### src/rtl/kb_stopwatch_ctrl_pkg.sv
// Shared definitions for the keyboard-to-stopwatch command sequencer:
// scan codes, run-state and command encodings, button indices and the
// small mapping helpers used by both the parser and the pulse engine.
package kb_cmd_pkg;

  localparam logic [7:0] SC_BREAK = 8'hF0;
  localparam logic [7:0] SC_EXT   = 8'hE0;
  localparam logic [7:0] SC_START = 8'h1B;
  localparam logic [7:0] SC_PAUSE = 8'h4D;
  localparam logic [7:0] SC_CLEAR = 8'h2D;

  localparam int BTN_START = 0;
  localparam int BTN_PAUSE = 1;
  localparam int BTN_CLEAR = 2;

  typedef enum logic [1:0] {
    RS_STOPPED = 2'd0,
    RS_RUNNING = 2'd1,
    RS_PAUSED  = 2'd2
  } run_state_e;

  typedef enum logic [1:0] {
    CMD_START = 2'd0,
    CMD_PAUSE = 2'd1,
    CMD_CLEAR = 2'd2
  } cmd_e;

  typedef enum logic [1:0] {
    P_IDLE  = 2'd0,
    P_EXT   = 2'd1,
    P_BREAK = 2'd2
  } parse_e;

  typedef enum logic [1:0] {
    E_IDLE  = 2'd0,
    E_PULSE = 2'd1,
    E_GAP   = 2'd2
  } engine_e;

  // True when the byte is one of the three command make codes.
  function automatic logic is_cmd_key(input logic [7:0] k);
    return (k == SC_START) || (k == SC_PAUSE) || (k == SC_CLEAR);
  endfunction

  // Command encoded by a make code; only meaningful when is_cmd_key(k).
  function automatic cmd_e key_to_cmd(input logic [7:0] k);
    case (k)
      SC_PAUSE: return CMD_PAUSE;
      SC_CLEAR: return CMD_CLEAR;
      default:  return CMD_START;
    endcase
  endfunction

  // One-hot button pattern driven while a command's pulse is active.
  function automatic logic [3:0] cmd_to_btn(input cmd_e c);
    case (c)
      CMD_START: return 4'b0001 << BTN_START;
      CMD_PAUSE: return 4'b0001 << BTN_PAUSE;
      CMD_CLEAR: return 4'b0001 << BTN_CLEAR;
      default:   return 4'b0000;
    endcase
  endfunction

  // Stopwatch state reached once a command has been issued.
  function automatic run_state_e cmd_target(input cmd_e c);
    case (c)
      CMD_START: return RS_RUNNING;
      CMD_PAUSE: return RS_PAUSED;
      default:   return RS_STOPPED;
    endcase
  endfunction

endpackage

### src/rtl/kb_stopwatch_ctrl_if.sv
// Bus between the PS/2 decoder side and the stopwatch button side.
// master: the decoder/environment; slave: kb_stopwatch_ctrl.
interface kb_stopwatch_ctrl_if;
  logic       key_ready;
  logic [7:0] key;
  logic [3:0] btn;
  logic [1:0] run_state;
  logic       cmd_drop;
  logic       cmd_reject;

  modport master (output key_ready, output key,
                  input  btn, input run_state, input cmd_drop, input cmd_reject);
  modport slave  (input  key_ready, input key,
                  output btn, output run_state, output cmd_drop, output cmd_reject);
endinterface

### src/rtl/kb_stopwatch_ctrl_btn_pulse_gen.sv
// Button pulse engine: issues one fixed-width one-hot pulse per command,
// enforces a minimum low gap between pulses and holds one pending command.
// A clear always replaces the pending entry; other commands are dropped
// when the entry is already occupied.
module btn_pulse_gen
  import kb_cmd_pkg::*;
#(
  parameter int PULSE_CYCLES = 4,
  parameter int GAP_CYCLES   = 2
) (
  input  logic       clk,
  input  logic       reset,
  input  logic       cmd_valid_i,
  input  cmd_e       cmd_i,
  output logic [3:0] btn_o,
  output logic       start_o,
  output cmd_e       start_cmd_o,
  output logic       drop_o,
  output logic       pend_valid_o,
  output cmd_e       pend_cmd_o
);

  localparam int CNT_MAX = (PULSE_CYCLES > GAP_CYCLES) ? PULSE_CYCLES : GAP_CYCLES;
  localparam int CW      = $clog2(CNT_MAX + 1);

  engine_e       state_q, state_d;
  logic [CW-1:0] cnt_q, cnt_d;
  cmd_e          cur_q, cur_d;
  logic          pend_valid_q, pend_valid_d;
  cmd_e          pend_cmd_q, pend_cmd_d;
  logic [3:0]    btn_q, btn_d;
  logic          launch_s, consume_s, direct_s, drop_s;
  cmd_e          launch_cmd_s;

  // State, counter, pending entry and registered button outputs.
  always_ff @(posedge clk or posedge reset) begin
    if (reset) begin
      state_q      <= E_IDLE;
      cnt_q        <= '0;
      cur_q        <= CMD_START;
      pend_valid_q <= 1'b0;
      pend_cmd_q   <= CMD_START;
      btn_q        <= 4'b0000;
    end else begin
      state_q      <= state_d;
      cnt_q        <= cnt_d;
      cur_q        <= cur_d;
      pend_valid_q <= pend_valid_d;
      pend_cmd_q   <= pend_cmd_d;
      btn_q        <= btn_d;
    end
  end

  // Next-state: pulse/gap sequencing, launch selection and pending buffer update.
  always_comb begin
    state_d      = state_q;
    cnt_d        = cnt_q;
    cur_d        = cur_q;
    pend_valid_d = pend_valid_q;
    pend_cmd_d   = pend_cmd_q;
    launch_s     = 1'b0;
    launch_cmd_s = cur_q;
    consume_s    = 1'b0;
    drop_s       = 1'b0;
    // Only an idle engine with nothing queued lets a command straight through.
    direct_s     = cmd_valid_i && (state_q == E_IDLE) && !pend_valid_q;

    case (state_q)
      E_IDLE: begin
        if (pend_valid_q) begin
          launch_s     = 1'b1;
          launch_cmd_s = pend_cmd_q;
          consume_s    = 1'b1;
        end else if (cmd_valid_i) begin
          launch_s     = 1'b1;
          launch_cmd_s = cmd_i;
        end else begin
          state_d = E_IDLE;
        end
      end
      E_PULSE: begin
        if (cnt_q == CW'(PULSE_CYCLES - 1)) begin
          state_d = E_GAP;
          cnt_d   = '0;
        end else begin
          cnt_d = cnt_q + CW'(1);
        end
      end
      E_GAP: begin
        if (cnt_q == CW'(GAP_CYCLES - 1)) begin
          if (pend_valid_q) begin
            launch_s     = 1'b1;
            launch_cmd_s = pend_cmd_q;
            consume_s    = 1'b1;
          end else begin
            state_d = E_IDLE;
          end
        end else begin
          cnt_d = cnt_q + CW'(1);
        end
      end
      default: begin
        state_d = E_IDLE;
        cnt_d   = '0;
      end
    endcase

    if (launch_s) begin
      state_d = E_PULSE;
      cnt_d   = '0;
      cur_d   = launch_cmd_s;
    end else begin
      cur_d = cur_q;
    end

    if (consume_s) begin
      pend_valid_d = 1'b0;
    end else begin
      pend_valid_d = pend_valid_q;
    end

    // A slot being emptied this cycle counts as free for a new arrival.
    if (cmd_valid_i && !direct_s) begin
      if (!pend_valid_q || consume_s || (cmd_i == CMD_CLEAR)) begin
        pend_valid_d = 1'b1;
        pend_cmd_d   = cmd_i;
      end else begin
        drop_s = 1'b1;
      end
    end else begin
      drop_s = 1'b0;
    end

    if (state_d == E_PULSE) begin
      btn_d = cmd_to_btn(cur_d);
    end else begin
      btn_d = 4'b0000;
    end
  end

  assign btn_o        = btn_q;
  assign start_o      = launch_s;
  assign start_cmd_o  = launch_cmd_s;
  assign drop_o       = drop_s;
  assign pend_valid_o = pend_valid_q;
  assign pend_cmd_o   = pend_cmd_q;

endmodule

### src/rtl/kb_stopwatch_ctrl.sv
// Keyboard-to-stopwatch command sequencer top. Parses PS/2 bytes (prefix and
// break codes stripped), checks each command against the run state projected
// through the pending command, and hands legal ones to btn_pulse_gen.
// Optional feature macro: KB_TYPEMATIC_FILTER_EN (ignore repeated make codes
// of a key until its break sequence is seen).
module kb_stopwatch_ctrl
  import kb_cmd_pkg::*;
#(
  parameter int PULSE_CYCLES = 4,
  parameter int GAP_CYCLES   = 2
) (
  input  logic                clk,
  input  logic                reset,
  kb_stopwatch_ctrl_if.slave  bus
);

  parse_e     pstate_q, pstate_d;
  run_state_e run_state_q, run_state_d;
  run_state_e proj_s;
  logic       drop_q, reject_q;
  logic       cmd_hit_s, held_s, legal_s, accept_s, reject_s;
  cmd_e       cmd_s;
  logic [3:0] btn_s;
  logic       start_s, drop_s, pend_valid_s;
  cmd_e       start_cmd_s, pend_cmd_s;

  // Parser state, run state and one-cycle status pulses.
  always_ff @(posedge clk or posedge reset) begin
    if (reset) begin
      pstate_q    <= P_IDLE;
      run_state_q <= RS_STOPPED;
      drop_q      <= 1'b0;
      reject_q    <= 1'b0;
    end else begin
      pstate_q    <= pstate_d;
      run_state_q <= run_state_d;
      drop_q      <= drop_s;
      reject_q    <= reject_s;
    end
  end

  // Parser next state and make-code command decode.
  always_comb begin
    pstate_d  = pstate_q;
    cmd_hit_s = 1'b0;
    cmd_s     = key_to_cmd(bus.key);
    if (bus.key_ready) begin
      case (pstate_q)
        P_IDLE: begin
          if (bus.key == SC_BREAK) begin
            pstate_d = P_BREAK;
          end else if (bus.key == SC_EXT) begin
            pstate_d = P_EXT;
          end else begin
            cmd_hit_s = is_cmd_key(bus.key);
          end
        end
        P_EXT: begin
          if (bus.key == SC_BREAK) begin
            pstate_d = P_BREAK;
          end else begin
            pstate_d = P_IDLE;
          end
        end
        P_BREAK: pstate_d = P_IDLE;
        default: pstate_d = P_IDLE;
      endcase
    end else begin
      pstate_d = pstate_q;
    end
  end

`ifdef KB_TYPEMATIC_FILTER_EN
  logic [3:0] held_q, held_d;
  logic       brk_hit_s;

  // Held flags: set by an accepted make code, cleared by that key's break byte.
  always_comb begin
    held_d    = held_q;
    brk_hit_s = bus.key_ready && (pstate_q == P_BREAK) && is_cmd_key(bus.key);
    if (accept_s) begin
      held_d[cmd_s] = 1'b1;
    end else if (brk_hit_s) begin
      held_d[key_to_cmd(bus.key)] = 1'b0;
    end else begin
      held_d = held_q;
    end
  end

  // Held-flag register.
  always_ff @(posedge clk or posedge reset) begin
    if (reset) begin
      held_q <= 4'b0000;
    end else begin
      held_q <= held_d;
    end
  end

  assign held_s = held_q[cmd_s];
`else
  assign held_s = 1'b0;
`endif

  // Legality against the state the stopwatch will reach once the pending
  // command issues, plus the run-state update when a pulse begins.
  always_comb begin
    if (pend_valid_s) begin
      proj_s = cmd_target(pend_cmd_s);
    end else begin
      proj_s = run_state_q;
    end
    case (cmd_s)
      CMD_START: legal_s = (proj_s != RS_RUNNING);
      CMD_PAUSE: legal_s = (proj_s == RS_RUNNING);
      CMD_CLEAR: legal_s = 1'b1;
      default:   legal_s = 1'b0;
    endcase
    accept_s = cmd_hit_s && !held_s && legal_s;
    reject_s = cmd_hit_s && !held_s && !legal_s;
    if (start_s) begin
      run_state_d = cmd_target(start_cmd_s);
    end else begin
      run_state_d = run_state_q;
    end
  end

  btn_pulse_gen #(
    .PULSE_CYCLES (PULSE_CYCLES),
    .GAP_CYCLES   (GAP_CYCLES)
  ) u_pulse (
    .clk          (clk),
    .reset        (reset),
    .cmd_valid_i  (accept_s),
    .cmd_i        (cmd_s),
    .btn_o        (btn_s),
    .start_o      (start_s),
    .start_cmd_o  (start_cmd_s),
    .drop_o       (drop_s),
    .pend_valid_o (pend_valid_s),
    .pend_cmd_o   (pend_cmd_s)
  );

  assign bus.btn        = btn_s;
  assign bus.run_state  = run_state_q;
  assign bus.cmd_drop   = drop_q;
  assign bus.cmd_reject = reject_q;

endmodule

### src/flat_wrapper.sv
// flat-port wrapper written by rule: the top's interface ports become plain ports
module kb_stopwatch_ctrl_flat import kb_cmd_pkg::*;
#(
  parameter int PULSE_CYCLES = 4,
  parameter int GAP_CYCLES   = 2
)
  (clk, reset, bus_key_ready, bus_key, bus_btn, bus_run_state, bus_cmd_drop, bus_cmd_reject);
  kb_stopwatch_ctrl_if bus_i ();
  input  logic clk;
  input  logic reset;
  input wire logic [$bits(bus_i.key_ready)-1:0] bus_key_ready;
  input wire logic [$bits(bus_i.key)-1:0] bus_key;
  output wire logic [$bits(bus_i.btn)-1:0] bus_btn;
  output wire logic [$bits(bus_i.run_state)-1:0] bus_run_state;
  output wire logic [$bits(bus_i.cmd_drop)-1:0] bus_cmd_drop;
  output wire logic [$bits(bus_i.cmd_reject)-1:0] bus_cmd_reject;
  assign bus_i.key_ready = bus_key_ready;
  assign bus_i.key = bus_key;
  assign bus_btn = bus_i.btn;
  assign bus_run_state = bus_i.run_state;
  assign bus_cmd_drop = bus_i.cmd_drop;
  assign bus_cmd_reject = bus_i.cmd_reject;
  kb_stopwatch_ctrl #(.PULSE_CYCLES(PULSE_CYCLES), .GAP_CYCLES(GAP_CYCLES)) u_core (.clk(clk), .reset(reset), .bus(bus_i));
endmodule
### config.mk
export PLATFORM = sky130hd
export DESIGN_NAME = kb_stopwatch_ctrl_flat
export DESIGN_NICKNAME = d
export VERILOG_FILES = /design/src/rtl/kb_stopwatch_ctrl_pkg.sv /design/src/rtl/kb_stopwatch_ctrl_if.sv /design/src/rtl/kb_stopwatch_ctrl_btn_pulse_gen.sv /design/src/rtl/kb_stopwatch_ctrl.sv /design/src/flat_wrapper.sv
export SDC_FILE = /design/constraint.sdc
export NUM_CORES = 1
export LEC_CHECK = 0
export CAP_MARGIN = 20
export CORE_MARGIN = 1.5
export CORE_UTILIZATION = 45
export DETAILED_ROUTE_END_ITERATION = 6
export PLACE_DENSITY = 0.68
export SLEW_MARGIN = 20
export SYNTH_ARGS = -nofsm -noshare
export SYNTH_HDL_FRONTEND = slang
export SYNTH_SLANG_ARGS = --single-unit
### constraint.sdc
create_clock -name clk -period 2.65 [get_ports clk]
set_input_delay 0.795 -clock clk [delete_from_list [all_inputs] [get_ports clk]]
set_output_delay 0.795 -clock clk [all_outputs]
set_load 0.02 [all_outputs]
Word level (Yosys, flattened, before mapping)
Cells that the tools add are included.
Widths: inputs -> output; s select.
Word-level totals
  bits in registers: 20
  output and inout bits: 8
  word-level logic and storage cells: 97
Cells by class
  add/subtract/negate cells: 1
  equality and inequality tests: 22
  mux-type cells: 43
  reduce and logical (&&, ||, !) cells: 21
Operators with widths (number)
  $mux 2: 15
  $pmux 2 s2: 5
  $pmux 3 s3: 2
  $eq 2x1->1 const B: 8
  $eq 8x8->1 const B: 2
  $mux 1: 13
  $logic_not 2->1: 6
  $mux 3: 3
  $eq 8x5->1 const B: 1
  $eq 8x6->1 const B: 1
  $eq 8x7->1 const B: 1
  $eq 2x2->1 const B: 3
  $pmux 2 s3: 1
  $reduce_and 2->1: 3
  $logic_and 1x1->1: 5
  $logic_or 1x1->1: 4
  $mux 4: 1
  $ne 2x1->1 const B: 2
  $pmux 1 s2: 2
  $add 3x1->3 const B: 1
  $eq 3x1->1 const B: 1
  $eq 3x2->1 const B: 1
  $logic_not 1->1: 3
  $ne 3x1->1 const B: 1
  2 further kinds: 2

Logic depth before layout (Yosys ltp)
  depth in word-level cells: 15
  mapped depth: 9

By module
A second synthesis with hierarchy kept.
Second synthesis, totals
  cells, all modules: 125
  area, all modules: 1209.9 um^2
Modules (own cells, without submodules)
  btn_pulse_gen: times used 1, cells each 86, area each 834.6 um^2, sequential area each 325.3 um^2
  kb_stopwatch_ctrl: times used 1, cells each 39, area each 375.4 um^2, sequential area each 150.1 um^2

Worst setup path before layout
Ideal clock, no wire load.
  kind: input -> register
  start: in bus_key[7]
  end: reg u_core.u_pulse.state_q[1]
  setup time: 96 ps
  arrival time: 2172 ps
  required time: 2554 ps
  setup slack: 383 ps
  cell stages on the path: 6
  cell sequence: nand3b_1 -> nand2b_1 -> o31ai_2 -> a31oi_2 -> or3_1 -> a311oi_2
On the way
  word-level cells in the longest chain between the ends: 12
RTL lines
  start: declaration: line flat_wrapper.sv:12  | input wire logic [$bits(bus_i.key)-1:0] bus_key;
  $eq 8x5->1 / $eq 8x7->1 (equally long branches): line kb_stopwatch_ctrl_pkg.sv:42, kb_stopwatch_ctrl_pkg.sv:47
  $logic_or 1x1->1 (2 in series): line kb_stopwatch_ctrl_pkg.sv:42  | return (k == SC_START) || (k == SC_PAUSE) || (k == SC_CLEAR);
  $mux 1: line kb_stopwatch_ctrl.sv:52  | end else if (bus.key == SC_EXT) begin
  $mux 1: line kb_stopwatch_ctrl.sv:50  | if (bus.key == SC_BREAK) begin
  $mux 1: line kb_stopwatch_ctrl.sv:48  | case (pstate_q)
  $mux 1: line kb_stopwatch_ctrl.sv:47  | if (bus.key_ready) begin
  $logic_and 1x1->1 *: line kb_stopwatch_ctrl.sv:118  | accept_s = cmd_hit_s && !held_s && legal_s;
  $mux 2 / $mux 1 (equally long branches): line kb_stopwatch_ctrl_btn_pulse_gen.sv:74  | end else if (cmd_valid_i) begin
  $mux 2 / $mux 1 (equally long branches): line kb_stopwatch_ctrl_btn_pulse_gen.sv:70  | if (pend_valid_q) begin
  $pmux 2 s3 / $pmux 1 s2 (equally long branches): line kb_stopwatch_ctrl_btn_pulse_gen.sv:68  | case (state_q)
  $mux 2 *: line kb_stopwatch_ctrl_btn_pulse_gen.sv:108  | if (launch_s) begin
  named net u_core.u_pulse.state_d[1]: line kb_stopwatch_ctrl_btn_pulse_gen.sv:26  | engine_e state_q, state_d;
  end signal: assignment: line kb_stopwatch_ctrl_btn_pulse_gen.sv:45  | state_q <= state_d;
  end: declaration: line kb_stopwatch_ctrl_btn_pulse_gen.sv:26
Mark *: on every way through the listed nets, which the timed path passes. The rest lies on a longest branch.
A chain may end at the register's enable or synchronous reset.

Final worst setup path
  start: in bus_key_ready
  end: reg u_core.u_pulse.state_q[1]
On the way
  word-level cells in the longest chain between the ends: 6
RTL lines
  start: declaration: line flat_wrapper.sv:11  | input wire logic [$bits(bus_i.key_ready)-1:0] bus_key_ready;
  $mux 1 *: line kb_stopwatch_ctrl.sv:47
  $logic_and 1x1->1 *: line kb_stopwatch_ctrl.sv:118
  $mux 2 / $mux 1 (equally long branches): line kb_stopwatch_ctrl_btn_pulse_gen.sv:74
  $mux 2 / $mux 1 (equally long branches): line kb_stopwatch_ctrl_btn_pulse_gen.sv:70
  $pmux 2 s3 / $pmux 1 s2 (equally long branches): line kb_stopwatch_ctrl_btn_pulse_gen.sv:68
  $mux 2 *: line kb_stopwatch_ctrl_btn_pulse_gen.sv:108
  named net u_core.u_pulse.state_d[1]: line kb_stopwatch_ctrl_btn_pulse_gen.sv:26
Marks and branches as above.

==> flow_summary.yaml <==
worst_setup_path:
  startpoint_type: "input pin"
  required_ns: 2.87
  path_cells: "clkdlybuf4s50_1 > or3b_4 > nor3_4 > a31oi_4 > or3_1 > a311oi_2"
  cp_slowest_cell: "clkdlybuf4s50_1"
  cp-end-kind: "flip-flop"
  max_stage_delay_ns: 0.48
  cp.arrival_ns: 2.79
  critPathMaxFanout: 6
  critPathKind: "in -> reg"
global_route:
  track_usage_pct: 19.9
  grt_pass1_wl_microns: 5060
  grt_pass1_vias: 1098
  grt_remaining_overflow: 0
  grt_max_degree: 20
  antenna_found_initial: 0
placed_design:
  dpl_cell_area_sq_mm: 0.00159
  dp_cells: 195
  hpwlAfterDp_microns: 2270
  port_buffers: 17
  gp_congestion: 0.802
floorplanning:
  die_x_microns: 56.3
  rows: 19
  fp.dieH_microns: 56.3
  core_region_area_sq_mm: 0.00273
  ios: 19
  initial_core_util_pct: 46.8
  die-area_sq_mm: 0.00317
clocking:
  ctsLongestPathBuffers: 2
  htreeDepth: 1
  cts_tree: "done"
  clock_latency_ns: 0.30
  cts_made_buffers: 3
  cts_root_buf: "clkbuf_4"
  clk_pin_slew_ns: 0.12
  cts_hold_buf: 0
  clock_sinks: 19
detailed_routing:
  met1_length_microns: 1340
  drc: 0
  detail-route-antenna-nets: 0
  firstDrtPassIters: 4
  num_vias: 1150
  top_layer: "met4"
  wl_met3_microns: 153
  vias_per_cell: 5.67
  first_iter_violations: 32
  wl_per_cell_microns: 14.5
  wl_met2_microns: 1430
  totalWireLength_microns: 2930
sta:
  skew_ns: 0.00653
  drv_slew: 0
  fin_hold_ws_ns: 0.529
  worst_pin_slew_ns: 0.714
  tns_ns: 0
  max_slew_margin_pct: 52.3
  rsz0062_at_grt: "false"
  max_freq_mhz: 390
  finalHoldViolations: 0
  min_period_ns: 2.57
  post-route-period-util_pct: 96.8
  setup_viol: 0
synth:
  synth_top_area_share_pct: 37.2
  synth_fp_nets: 153
  synth_area_per_cell_sq_um: 9.54
  synth.distinct_cells: 44
  yosys-top-cells-area: "dfrtp_1 37%, ha_1 7.8%, o21ai_0 4.7%"
  seq_area_frac_synth_pct: 37.2
  synth_top_area_cell: "dfrtp_1"
  syn_area_sq_mm: 0.00128
  ys_warn_count: 0
  synthCells: 134
  ys_ff_latch: 19
final_layout:
  nFillCells: 226
  nets: 192
  final_area_sq_mm: 0.00171
  antennaDiodeCount: 0
  regArea_sq_um: 475
  area_growth_pct: 33.8
  multi_input_comb_area_sq_um: 803
  drive_gt1_share_pct: 26.7
  instances_no_fill: 203
job:
  maxCapViolCount: 0
worst_hold_path:
  hold_class: "reg -> reg"
pwr:
  power_mw: 0.592
  leakagePower_nw: 0.749
  powerDensity_mw_per_mm2: 346
  vdd_drop_max_v: 0.000396
run_status:
  status: "completed"
critical path: cells and delay by family:
kind	cells	cell delay [ns]
buffers and inverters	1	0.48
AND/OR/NAND/NOR	3	1.09
AO/OA/AOI/OAI	2	0.42
Yosys cell counts (all sizes together):
cell	number
and3	2
a22o	1
dfrtp	19
ha	8
a21o	1
nand2b	5
nand3	4
o41ai	1
xor2	1
or2	1
conb	1
a32oi	3
nand3b	3
and4b	1
or3	2
o21ai	12
clkbuf	1
inv	12
nor4	2
and2	1
o31ai	5
nor3b	1
nor2b	4
buf	1
nor3	4
o211ai	3
nor2	9
a311oi	1
nand4bb	1
nand2	7
a211oi	3
a31oi	1
o21a	1
o211a	1
or3b	3
a21boi	1
o311ai	1
a21oi	5
or4b	1
power by group:
group,internal [mW],switching (mW),leakage (nW)
sequential,0.302,0.00821,0.259
clock,0.0563,0.0970,0.0177
combinational,0.0619,0.0665,0.472
flip-flops by register name, summed over array words and instances, names as in the netlist:
signal / count
u_core.pstate_q: 2
u_core.u_pulse.btn_o: 3
u_core.bus.cmd_reject: 1
u_core.u_pulse.pend_valid_o: 1
u_core.u_pulse.pend_cmd_o: 2
u_core.u_pulse.cur_q: 2
u_core.bus.cmd_drop: 1
u_core.u_pulse.state_q: 2
u_core.u_pulse.cnt_q: 3
u_core.bus.run_state: 2
per-layer routing:
metal  track usage [%]  up-vias
li1                  -      567
met4              5.44        0
met2              29.9       26
met5                 0        -
met3              3.69        2
met1              29.5      555
metrics by stage:
step / setup slack, ns / util, %
2_1_floorplan: 0.383 / -
3_3_place_gp: -0.224 / 58.1
3_5_place_dp: -0.250 / 58.1
4_1_cts: 0.0491 / 59.1
5_1_grt: 0.0183 / 62.6
6_report: 0.0837 / 62.6
cell type report:
type                            count  share of cell area (%)
Multi-Input combinational cell    101                    47.0
Sequential cell                    19                    27.8
Timing Repair Buffer               36                    18.7
Inverter                           12                    2.63
Tap cell                           31                    2.27
Clock buffer                        3                    1.32
Clock inverter                      1                   0.293
cells by family (layout without fill, tap and decap cells):
family / after synthesis / after routing / synth area share (%)
buf+inv: 14 / 52 / 4.40
other cells: 1 / 1 / 0.293
flops: 19 / 19 / 37.2
fa+ha+maj: 8 / 8 / 7.83
xor+xnor: 1 / 1 / 0.685
simple gates: 51 / 51 / 24.6
compound gates: 40 / 40 / 25.0
cell usage in the layout, fill, tap and decap left out, types with 2 or more instances in the layout:
master / n
or3b_1: 2
nand3_1: 4
nand2b_1: 4
a211oi_2: 3
buf_4: 19
nor2_1: 8
o211ai_1: 3
clkbuf_4: 3
o31ai_1: 2
nor3_1: 3
a21oi_1: 5
a32oi_1: 3
inv_1: 9
clkdlybuf4s50_1: 14
nor2b_1: 4
inv_2: 3
ha_1: 8
dlymetal6s2s_1: 3
dfrtp_1: 19
o21ai_0: 12
o31ai_2: 2
nand3b_1: 3
nand2_1: 7
path summary, 6_finish.rpt:
| check | start | end | slack [ns] | cells after the start |
|---|---|---|---|---|
| worst max-delay path | bus_key_ready | u_core.u_pulse.state_q[1]$_DFF_PP0_ | 0.08 | 6 |
| worst min-delay path | u_core.pstate_q[0]$_DFFE_PP0P_ | u_core.pstate_q[0]$_DFFE_PP0P_ | 0.53 | 2 |
| worst max register to register | u_core.u_pulse.pend_valid_o$_DFF_PP0_ | u_core.u_pulse.state_q[1]$_DFF_PP0_ | 0.41 | 6 |
| worst min register to register | u_core.pstate_q[0]$_DFFE_PP0P_ | u_core.pstate_q[0]$_DFFE_PP0P_ | 0.53 | 2 |
| max in group asynchronous | reset | u_core.bus.cmd_drop$_DFF_PP0_ | 1.30 | 2 |
| min in group asynchronous | reset | u_core.u_pulse.state_q[1]$_DFF_PP0_ | 0.89 | 2 |
repair_timing:
| item | 4_1_cts | 5_1_grt |
|---|---|---|
| resized for setup | 0 | 14 |
| endpoints found under the hold margin | 0 | 0 |
| endpoints found under the setup margin | 0 | 9 |
| buffers inserted | 0 | 4 |
Note: power is estimated with default switching activity, not from simulation.
